### config.mk
export PLATFORM = sky130hd
export DESIGN_NAME = ascon_seq_ctrl
export DESIGN_NICKNAME = d
export VERILOG_FILES = /design/src/rtl/ascon_ctrl_pkg.sv /design/src/rtl/ascon_shift_reg.sv /design/src/rtl/ascon_seq_ctrl.sv
export SDC_FILE = /design/constraint.sdc
export NUM_CORES = 2
export LEC_CHECK = 0
export CAP_MARGIN = 20
export CORE_AREA = 2 2 302 304
export CTS_CLUSTER_SIZE = 10
export DETAILED_ROUTE_END_ITERATION = 8
export DIE_AREA = 0 0 304 306
export PLACE_DENSITY = 0.66
export SKIP_CTS_REPAIR_TIMING = 1
export SYNTH_ARGS = -nofsm -noshare
export SYNTH_HDL_FRONTEND = slang
export SYNTH_SLANG_ARGS = --single-unit
### constraint.sdc
create_clock -name clk -period 53.2 [get_ports clk]
set_input_delay 10.64 -clock clk [delete_from_list [all_inputs] [get_ports clk]]
set_output_delay 10.64 -clock clk [all_outputs]
set_load 0.005 [all_outputs]
### src/rtl/ascon_ctrl_pkg.sv
// ---------------------------------------------------------------------------
// ascon_ctrl_pkg
// Shared types and constants for the Ascon transaction sequencer.
//   state_t    : sequencer states (IDLE, LOAD, WAIT, UNLOAD, RESP)
//   ST_*       : response status codes returned on rsp_status
//   W_DEFAULT  : default operand/result width in bits
// ---------------------------------------------------------------------------
package ascon_ctrl_pkg;

  localparam int W_DEFAULT = 128;

  typedef enum logic [2:0] {
    IDLE,
    LOAD,
    WAIT,
    UNLOAD,
    RESP
  } state_t;

  localparam logic [1:0] ST_OK      = 2'b00;
  localparam logic [1:0] ST_TIMEOUT = 2'b01;
  localparam logic [1:0] ST_PROTO   = 2'b10;

endpackage

### src/rtl/ascon_shift_reg.sv
// ---------------------------------------------------------------------------
// ascon_shift_reg
// W-bit register with parallel load and shift-left by one with serial input.
// Parallel load has priority over shift.
//   clk, rst : clock, asynchronous active-high reset (clears the register)
//   load     : load din into the register
//   din      : parallel load value
//   shift    : shift left by one, sin enters at bit 0
//   sin      : serial input bit
//   q        : register contents (serial output is q[W-1])
// ---------------------------------------------------------------------------
module ascon_shift_reg
  import ascon_ctrl_pkg::*;
#(
  parameter int W = W_DEFAULT
) (
  input  logic         clk,
  input  logic         rst,
  input  logic         load,
  input  logic [W-1:0] din,
  input  logic         shift,
  input  logic         sin,
  output logic [W-1:0] q
);

  // NOTE: sequential state is updated with non-blocking assignments so every
  // flop samples the pre-edge values regardless of block evaluation order.
  always_ff @(posedge clk or posedge rst) begin
    if (rst) begin
      q <= '0;
    end else if (load) begin
      q <= din;
    end else if (shift) begin
      q <= {q[W-2:0], sin};
    end
  end

endmodule

### src/rtl/ascon_seq_ctrl.sv
// ---------------------------------------------------------------------------
// ascon_seq_ctrl
// Sequences one encrypt/decrypt transaction between a parallel host port and
// a bit-serial Ascon core: operands are shifted out MSB-first while
// core_start_o is high, the result and tag are shifted back in while
// core_ready_i is high, and a response with status is held for the host.
//   clk, rst        : clock, asynchronous active-high reset
//   req_*           : host request (valid/ready handshake, mode, operands)
//   rsp_*           : host response (valid/ready handshake, data, tag, status)
//   busy            : high whenever the sequencer is not idle
//   core_*_o        : serial operand bits, start strobe and mode to the core
//   core_output_i   : serial result bit from the core
//   core_tag_i      : serial tag bit from the core
//   core_ready_i    : core is streaming its result
// ---------------------------------------------------------------------------
module ascon_seq_ctrl
  import ascon_ctrl_pkg::*;
#(
  parameter  int W       = W_DEFAULT,
  parameter  int TIMEOUT = 4096,
  localparam int CNT_W   = $clog2(W + 1),
  localparam int TO_W    = $clog2(TIMEOUT + 1)
) (
  input  logic         clk,
  input  logic         rst,
  input  logic         req_valid,
  output logic         req_ready,
  input  logic         req_decrypt,
  input  logic [W-1:0] req_key,
  input  logic [W-1:0] req_nonce,
  input  logic [W-1:0] req_ad,
  input  logic [W-1:0] req_data,
  output logic         rsp_valid,
  input  logic         rsp_ready,
  output logic [W-1:0] rsp_data,
  output logic [W-1:0] rsp_tag,
  output logic [1:0]   rsp_status,
  output logic         busy,
  output logic         core_key_o,
  output logic         core_nonce_o,
  output logic         core_ad_o,
  output logic         core_data_o,
  output logic         core_start_o,
  output logic         core_decrypt_o,
  input  logic         core_output_i,
  input  logic         core_tag_i,
  input  logic         core_ready_i
);

  state_t           state;
  logic [CNT_W-1:0] cnt;
  logic [TO_W-1:0]  wdog;

  logic accept;
  logic op_shift;
  logic res_shift;

  logic [W-1:0] key_q, nonce_q, ad_q, data_q;

  assign accept    = req_valid && req_ready;
  assign op_shift  = (state == LOAD);
  // Result bits are captured on the first ready cycle seen in WAIT and on
  // every ready cycle of UNLOAD; UNLOAD is left right after the W-th capture.
  assign res_shift = core_ready_i && ((state == WAIT) || (state == UNLOAD));

  // Operand registers shift in zeros, so they are empty once LOAD finishes
  // and their MSBs can drive the serial lines directly in every state.
  ascon_shift_reg #(.W(W)) u_key (
    .clk(clk), .rst(rst), .load(accept), .din(req_key),
    .shift(op_shift), .sin(1'b0), .q(key_q)
  );
  ascon_shift_reg #(.W(W)) u_nonce (
    .clk(clk), .rst(rst), .load(accept), .din(req_nonce),
    .shift(op_shift), .sin(1'b0), .q(nonce_q)
  );
  ascon_shift_reg #(.W(W)) u_ad (
    .clk(clk), .rst(rst), .load(accept), .din(req_ad),
    .shift(op_shift), .sin(1'b0), .q(ad_q)
  );
  ascon_shift_reg #(.W(W)) u_data (
    .clk(clk), .rst(rst), .load(accept), .din(req_data),
    .shift(op_shift), .sin(1'b0), .q(data_q)
  );

  // Result registers are cleared on acceptance so a timeout returns zeros
  // and a protocol error returns only the bits actually captured.
  ascon_shift_reg #(.W(W)) u_rsp_data (
    .clk(clk), .rst(rst), .load(accept), .din('0),
    .shift(res_shift), .sin(core_output_i), .q(rsp_data)
  );
  ascon_shift_reg #(.W(W)) u_rsp_tag (
    .clk(clk), .rst(rst), .load(accept), .din('0),
    .shift(res_shift), .sin(core_tag_i), .q(rsp_tag)
  );

  assign core_key_o   = key_q[W-1];
  assign core_nonce_o = nonce_q[W-1];
  assign core_ad_o    = ad_q[W-1];
  assign core_data_o  = data_q[W-1];

  logic unused_op_lsbs;
  assign unused_op_lsbs = ^{key_q[W-2:0], nonce_q[W-2:0], ad_q[W-2:0], data_q[W-2:0]};

  always_ff @(posedge clk or posedge rst) begin
    if (rst) begin
      state          <= IDLE;
      cnt            <= '0;
      wdog           <= '0;
      req_ready      <= 1'b1;
      rsp_valid      <= 1'b0;
      rsp_status     <= ST_OK;
      busy           <= 1'b0;
      core_start_o   <= 1'b0;
      core_decrypt_o <= 1'b0;
    end else begin
      case (state)
        IDLE: begin
          if (accept) begin
            state          <= LOAD;
            cnt            <= '0;
            req_ready      <= 1'b0;
            busy           <= 1'b1;
            core_start_o   <= 1'b1;
            core_decrypt_o <= req_decrypt;
            rsp_status     <= ST_OK;
          end
        end
        LOAD: begin
          cnt <= cnt + CNT_W'(1);
          if (cnt == CNT_W'(W - 1)) begin
            state        <= WAIT;
            core_start_o <= 1'b0;
            wdog         <= '0;
          end
        end
        WAIT: begin
          // Ready on the last permitted cycle still wins over the timeout.
          if (core_ready_i) begin
            state <= UNLOAD;
            cnt   <= CNT_W'(1);
          end else if (wdog == TO_W'(TIMEOUT - 1)) begin
            state      <= RESP;
            rsp_valid  <= 1'b1;
            rsp_status <= ST_TIMEOUT;
          end else begin
            wdog <= wdog + TO_W'(1);
          end
        end
        UNLOAD: begin
          if (!core_ready_i) begin
            state      <= RESP;
            rsp_valid  <= 1'b1;
            rsp_status <= ST_PROTO;
          end else begin
            cnt <= cnt + CNT_W'(1);
            if (cnt == CNT_W'(W - 1)) begin
              state      <= RESP;
              rsp_valid  <= 1'b1;
              rsp_status <= ST_OK;
            end
          end
        end
        RESP: begin
          if (rsp_ready) begin
            state          <= IDLE;
            rsp_valid      <= 1'b0;
            req_ready      <= 1'b1;
            busy           <= 1'b0;
            core_decrypt_o <= 1'b0;
          end
        end
        default: state <= IDLE;
      endcase
    end
  end

endmodule

Yosys cells after proc, flatten, opt, wreduce, memory -nomap -nowiden
Index checks and enable logic that the tools add are counted.

operators by class
  mux-type cells = 49
  add/sub/neg operators = 2
  reduce and logical (&&, ||, !) cells = 19
  equality and inequality tests = 16

operators by type and width
  kind                                                                      number
  128-bit 2-to-1 mux                                                        12
  13-bit 2-to-1 mux                                                         3
  8-bit case mux with 4 select lines                                        1
  13-bit case mux with 2 select lines                                       1
  8-bit 2-to-1 mux                                                          3
  3-bit 2-to-1 mux                                                          7
  3-bit case mux with 5 select lines                                        1
  5-bit AND reduction                                                       3
  13-bit by 1-bit adder with 13-bit output (second input constant)          1
  13-bit by 12-bit equality test with 1-bit output (second input constant)  1
  2-bit != test (second input constant)                                     6
  1-bit 2-to-1 mux                                                          10
  2-bit 2-to-1 mux                                                          5
  2-bit nonzero test                                                        5
  8-bit by 1-bit adder with 8-bit output (second input constant)            1
  8-bit by 7-bit equality test with 1-bit output (second input constant)    1
  1-bit case mux with 2 select lines                                        4
  4-bit AND reduction                                                       2
  3-bit by 2-bit equality test with 1-bit output (second input constant)    2
  3-bit by 2-bit != test with 1-bit output (second input constant)          2
  2-bit case mux with 3 select lines                                        1
  3-bit AND reduction                                                       2
  3-bit nonzero test                                                        2
  2-bit by 1-bit != test with 1-bit output (second input constant)          2
  other kinds (7)                                                           8

word-level totals
  bits in registers = 799
  logic and storage cells = 101
  input bits = 520
  output and inout port bits = 267

Longest topological paths before layout
  depth after elaboration = 5
  mapped depth = 8
  depth with buffers taken out = 5

Hierarchy
From an unflattened synthesis, not the netlist that was laid out.

unflattened totals
  cell total of the unflattened synthesis = 3514
  area total of the unflattened synthesis = 37403.4 um2

by module, submodules not included
  module           area each (um2)  cells each  seq. area each (um2)  times used
  ascon_shift_reg  5952.0           555         3203.1                6
  ascon_seq_ctrl   1691.6           184         777.0                 1

Worst setup path after synthesis
OpenSTA, ideal clock, no wires.

  path type = input to register
  start = input port core_ready_i
  end = register wdog[8]
  arrival time = 11.910 ns
  setup slack = 41.164 ns
  stages on the path = 5
  path buffers = 2
  required time = 53.074 ns
  library setup time = 0.126 ns
  cells stage by stage = buf_2 -> or4b_4 -> o21a_1 -> buf_6 -> a221o_1

on the way
  cells in the longest elaborated chain, start to end = 2

RTL lines
  element                               RTL line               RTL
  start, declared                       ascon_seq_ctrl.sv:47   input logic core_ready_i
  2-bit != test (no source line)        -
  4-bit AND reduction (no source line)  -
  end signal, assigned                  ascon_seq_ctrl.sv:146  wdog <= wdog + TO_W'(1);
  end, declared                         ascon_seq_ctrl.sv:52   logic [TO_W-1:0] wdog;

No other way between the ends.
A chain may end at the register's enable or synchronous reset.

Worst setup path after layout
  start = input port req_valid
  end = register u_ad.q[21]

on the way
  cells in the longest elaborated chain, start to end = 2
  elaborated cells on any way between the ends = 3
  classes of those cells = mux (1); reduce/logical (2)

RTL lines
  element                                                          RTL line               RTL
  start, declared                                                  ascon_seq_ctrl.sv:26   input logic req_valid,
  1-bit logical AND (*)                                            ascon_seq_ctrl.sv:60   assign accept = req_valid && req_ready;
  128-bit 2-to-1 mux / 2-bit nonzero test (equally long branches)  -
  end signal, assigned                                             ascon_shift_reg.sv:32  q <= din;
  end signal, assigned                                             ascon_shift_reg.sv:34  q <= {q[W-2:0], sin};
  end, declared                                                    ascon_shift_reg.sv:23  output logic [W-1:0] q

Mark *: on every way between the ends. The rest lies on a longest branch, timed or not.

==> results.json <==
{
  "cts_tree": "yes",
  "h-tree-depth": 3,
  "cts_root_buf": "clkbuf_16",
  "status": "complete, no violations",
  "worstSetupEndpointType": "flop",
  "max_freq_mhz": 67.07,
  "path_class": "in -> reg",
  "fin_cells": 5942,
  "synth_nets": 4605,
  "ys.flop_type": "dfrtp_1",
  "wl_per_cell_um": 18.41,
  "syn-cell-area_um2": 34450,
  "hpwl_um": 72380,
  "drt-initial-drc-count": 3125,
  "fin_nets": 5203,
  "slew_violations": 0,
  "setup_violations": 0,
  "postRouteAntennaNets": 0,
  "finalSetupTns_ns": 0,
  "grt_overflow": 0,
  "clock-sinks": 799,
  "gp_congestion": 0.8339,
  "via_per_inst": 5.185,
  "startpoint_type": "input port",
  "worstMarginPinSlew_ns": 1.074,
  "synth_edf_count": 0,
  "die_area_um2": 93020,
  "start_util": 0.3845,
  "cts_buffer_depth": 3,
  "cts_buffers": 94,
  "grt_setup_unrepaired": "no",
  "num_vias": 30810,
  "crit_path_max_fanout": 106,
  "grt_pass1_wl_um": 171200,
  "layout_min_cycle_time_ns": 14.91,
  "p_per_area_nw_per_um2": 37.34,
  "drive_gt1_frac": 0.03383,
  "dp_cells": 5759,
  "p_leak_nw": 19.69,
  "yosysUniqueCellTypes": 47,
  "grt_usage": 0.2300,
  "r2r_slack_ns": 48.33,
  "die_x_um": 304,
  "worst_slack_ns": 38.29,
  "ios": 787,
  "crit_arrival_ns": 15.46,
  "wl_um": 109400,
  "hold_slack_ns": 0.4962,
  "skew_ns": 0.02960,
  "io_buffer_count": 786,
  "min_path_type": "reg -> reg",
  "synthCells": 4083,
  "grt_max_degree": 204,
  "dp_slack_ns": 37.70,
  "finalCritPeriodShare": 0.2802,
  "ir_drop_mv": 0.02733,
  "ys_async_sr_fraction": 1.000,
  "clock_latency_ns": 0.66,
  "synth_seq_cells": 799,
  "fin_util": 0.5100,
  "relSlewSlack": 0.2839,
  "die_h_um": 306,
  "drc": 0,
  "synth_warnings": 0,
  "antenna_found_initial": 47,
  "core_um2": 89600,
  "first_pass_iters": 7,
  "syn_to_final_growth_pct": 32.63,
  "cp_data_required_time_ns": 53.75,
  "first_global_vias": 29640,
  "hold_violations": 0,
  "seq_area_frac_synth": 0.5804,
  "rows": 110,
  "syn_avg_cell_area_um2": 8.438,
  "maxCapViolations": 0,
  "clkTransAtPathRegs_ns": 0.06
}
## state kept, by name, indices dropped and copies added, names as in the netlist
signal	count
u_ad.q	128
u_data.q	128
u_key.q	128
u_nonce.q	128
u_rsp_data.q	128
u_rsp_tag.q	128
wdog	13
cnt	8
state	3
rsp_status	2
busy	1
core_decrypt_o	1
core_start_o	1
req_ready	1
rsp_valid	1
## cells in the final DEF (no fill, tap or decap), drive strengths merged, types with 4 or more instances in the layout
| cell | instances |
|---|---|
| clkbuf | 138 |
| inv | 7 |
| a21oi | 263 |
| and3 | 10 |
| dfrtp | 798 |
| nand3 | 11 |
| a31oi | 512 |
| o21ai | 19 |
| nor3 | 6 |
| clkinv | 6 |
| a211o | 7 |
| buf | 37 |
| nand2 | 1557 |
| clkdlybuf4s50 | 786 |
| o31ai | 4 |
| diode | 36 |
| and4 | 4 |
| nand4 | 5 |
| nor2 | 519 |
## where the power goes
| part | internal, mW | switching, mW | total, mW |
|---|---|---|---|
| sequential | 0.748 | 0.0795 | 0.828 |
| clock | 0.344 | 0.255 | 0.600 |
| combinational | 0.129 | 0.150 | 0.279 |
| total | 1.22 | 0.485 | 1.71 |
## per-stage QoR
| stage | power, mW | area [um^2] |
|---|---|---|
| 5_1_grt | 1.804 | 45690 |
| 4_1_cts | 1.723 | 45550 |
| 6_report | 1.706 | 45700 |
| 2_1_floorplan | 1.009 | 34450 |
| 3_3_place_gp | 1.107 | 42780 |
| 3_5_place_dp | 1.116 | 42780 |
## final cells by class
type / count / area [um^2]
Antenna cell: 36 / 90.09
Clock buffer: 138 / 2671
Sequential cell: 799 / 20000
Multi-Input combinational cell: 2957 / 13090
Timing Repair Buffer: 823 / 8248
Clock inverter: 7 / 103.9
Tap cell: 1176 / 1471
Fill cell: 8354 / 43900
Inverter: 6 / 30.03
## cells by family (layout without fill, tap and decap cells)
| kind of cell | Yosys count | count (layout) | share of synthesized area |
|---|---|---|---|
| other | 0 | 36 | 0 |
| flip-flops | 799 | 799 | 0.5804 |
| AND/OR/NAND/NOR | 2132 | 2132 | 0.2369 |
| multiplexers | 4 | 4 | 0.001198 |
| buffers and inverters | 327 | 974 | 0.04057 |
| adder cells (fa/ha/maj) | 2 | 2 | 0.0007262 |
| AO/OA/AOI/OAI | 819 | 819 | 0.1402 |
## path summary, 6_finish.rpt
| check | from | end | cells past startpoint |
|---|---|---|---|
| max in group asynchronous | rst | u_rsp_data.q[75] | 4 |
| setup reg to reg | req_ready | u_ad.q[21] | 7 |
| setup / recovery | req_valid | u_ad.q[21] | 8 |
| min in group asynchronous | rst | u_data.q[34] | 2 |
| hold reg to reg | u_ad.q[0] | u_ad.q[0] | 2 |
| hold / removal | u_ad.q[0] | u_ad.q[0] | 2 |
## worst max-delay path: stages
cell             delay [ns]
clkdlybuf4s50_1        0.46
nand2_4                0.69
buf_4                  0.87
buf_4                  0.83
buf_4                  0.66
buf_4                  0.80
nor2_1                 0.13
a31oi_1                0.20
## cells in the mapped netlist (4+ instances only)
cell type | instances | area (um^2)
nor3_1 | 6 | 30.03
a211o_1 | 7 | 61.31
o21ai_0 | 19 | 95.09
and3_1 | 10 | 62.56
dfrtp_1 | 798 | 19970
a31oi_1 | 512 | 3203
nand2_1 | 1557 | 5844
and4_1 | 4 | 35.03
buf_1 | 9 | 33.78
nand4_1 | 5 | 31.28
o31ai_1 | 4 | 30.03
clkbuf_1 | 186 | 698.2
a21oi_1 | 263 | 1316
buf_2 | 124 | 620.6
nand3_1 | 11 | 55.05
inv_1 | 5 | 18.77
nor2_1 | 519 | 1948
## metal layers
layer  wire, um  global-route usage  vias to the layer above
met1      44460              0.2918                    14910
met2      52380              0.3626                      903
li1           -                   -                    14730
met3       7978             0.06525                      243
met5        206                   0                        -
met4       4383              0.1112                       26
(Power assumes the default switching activity.)
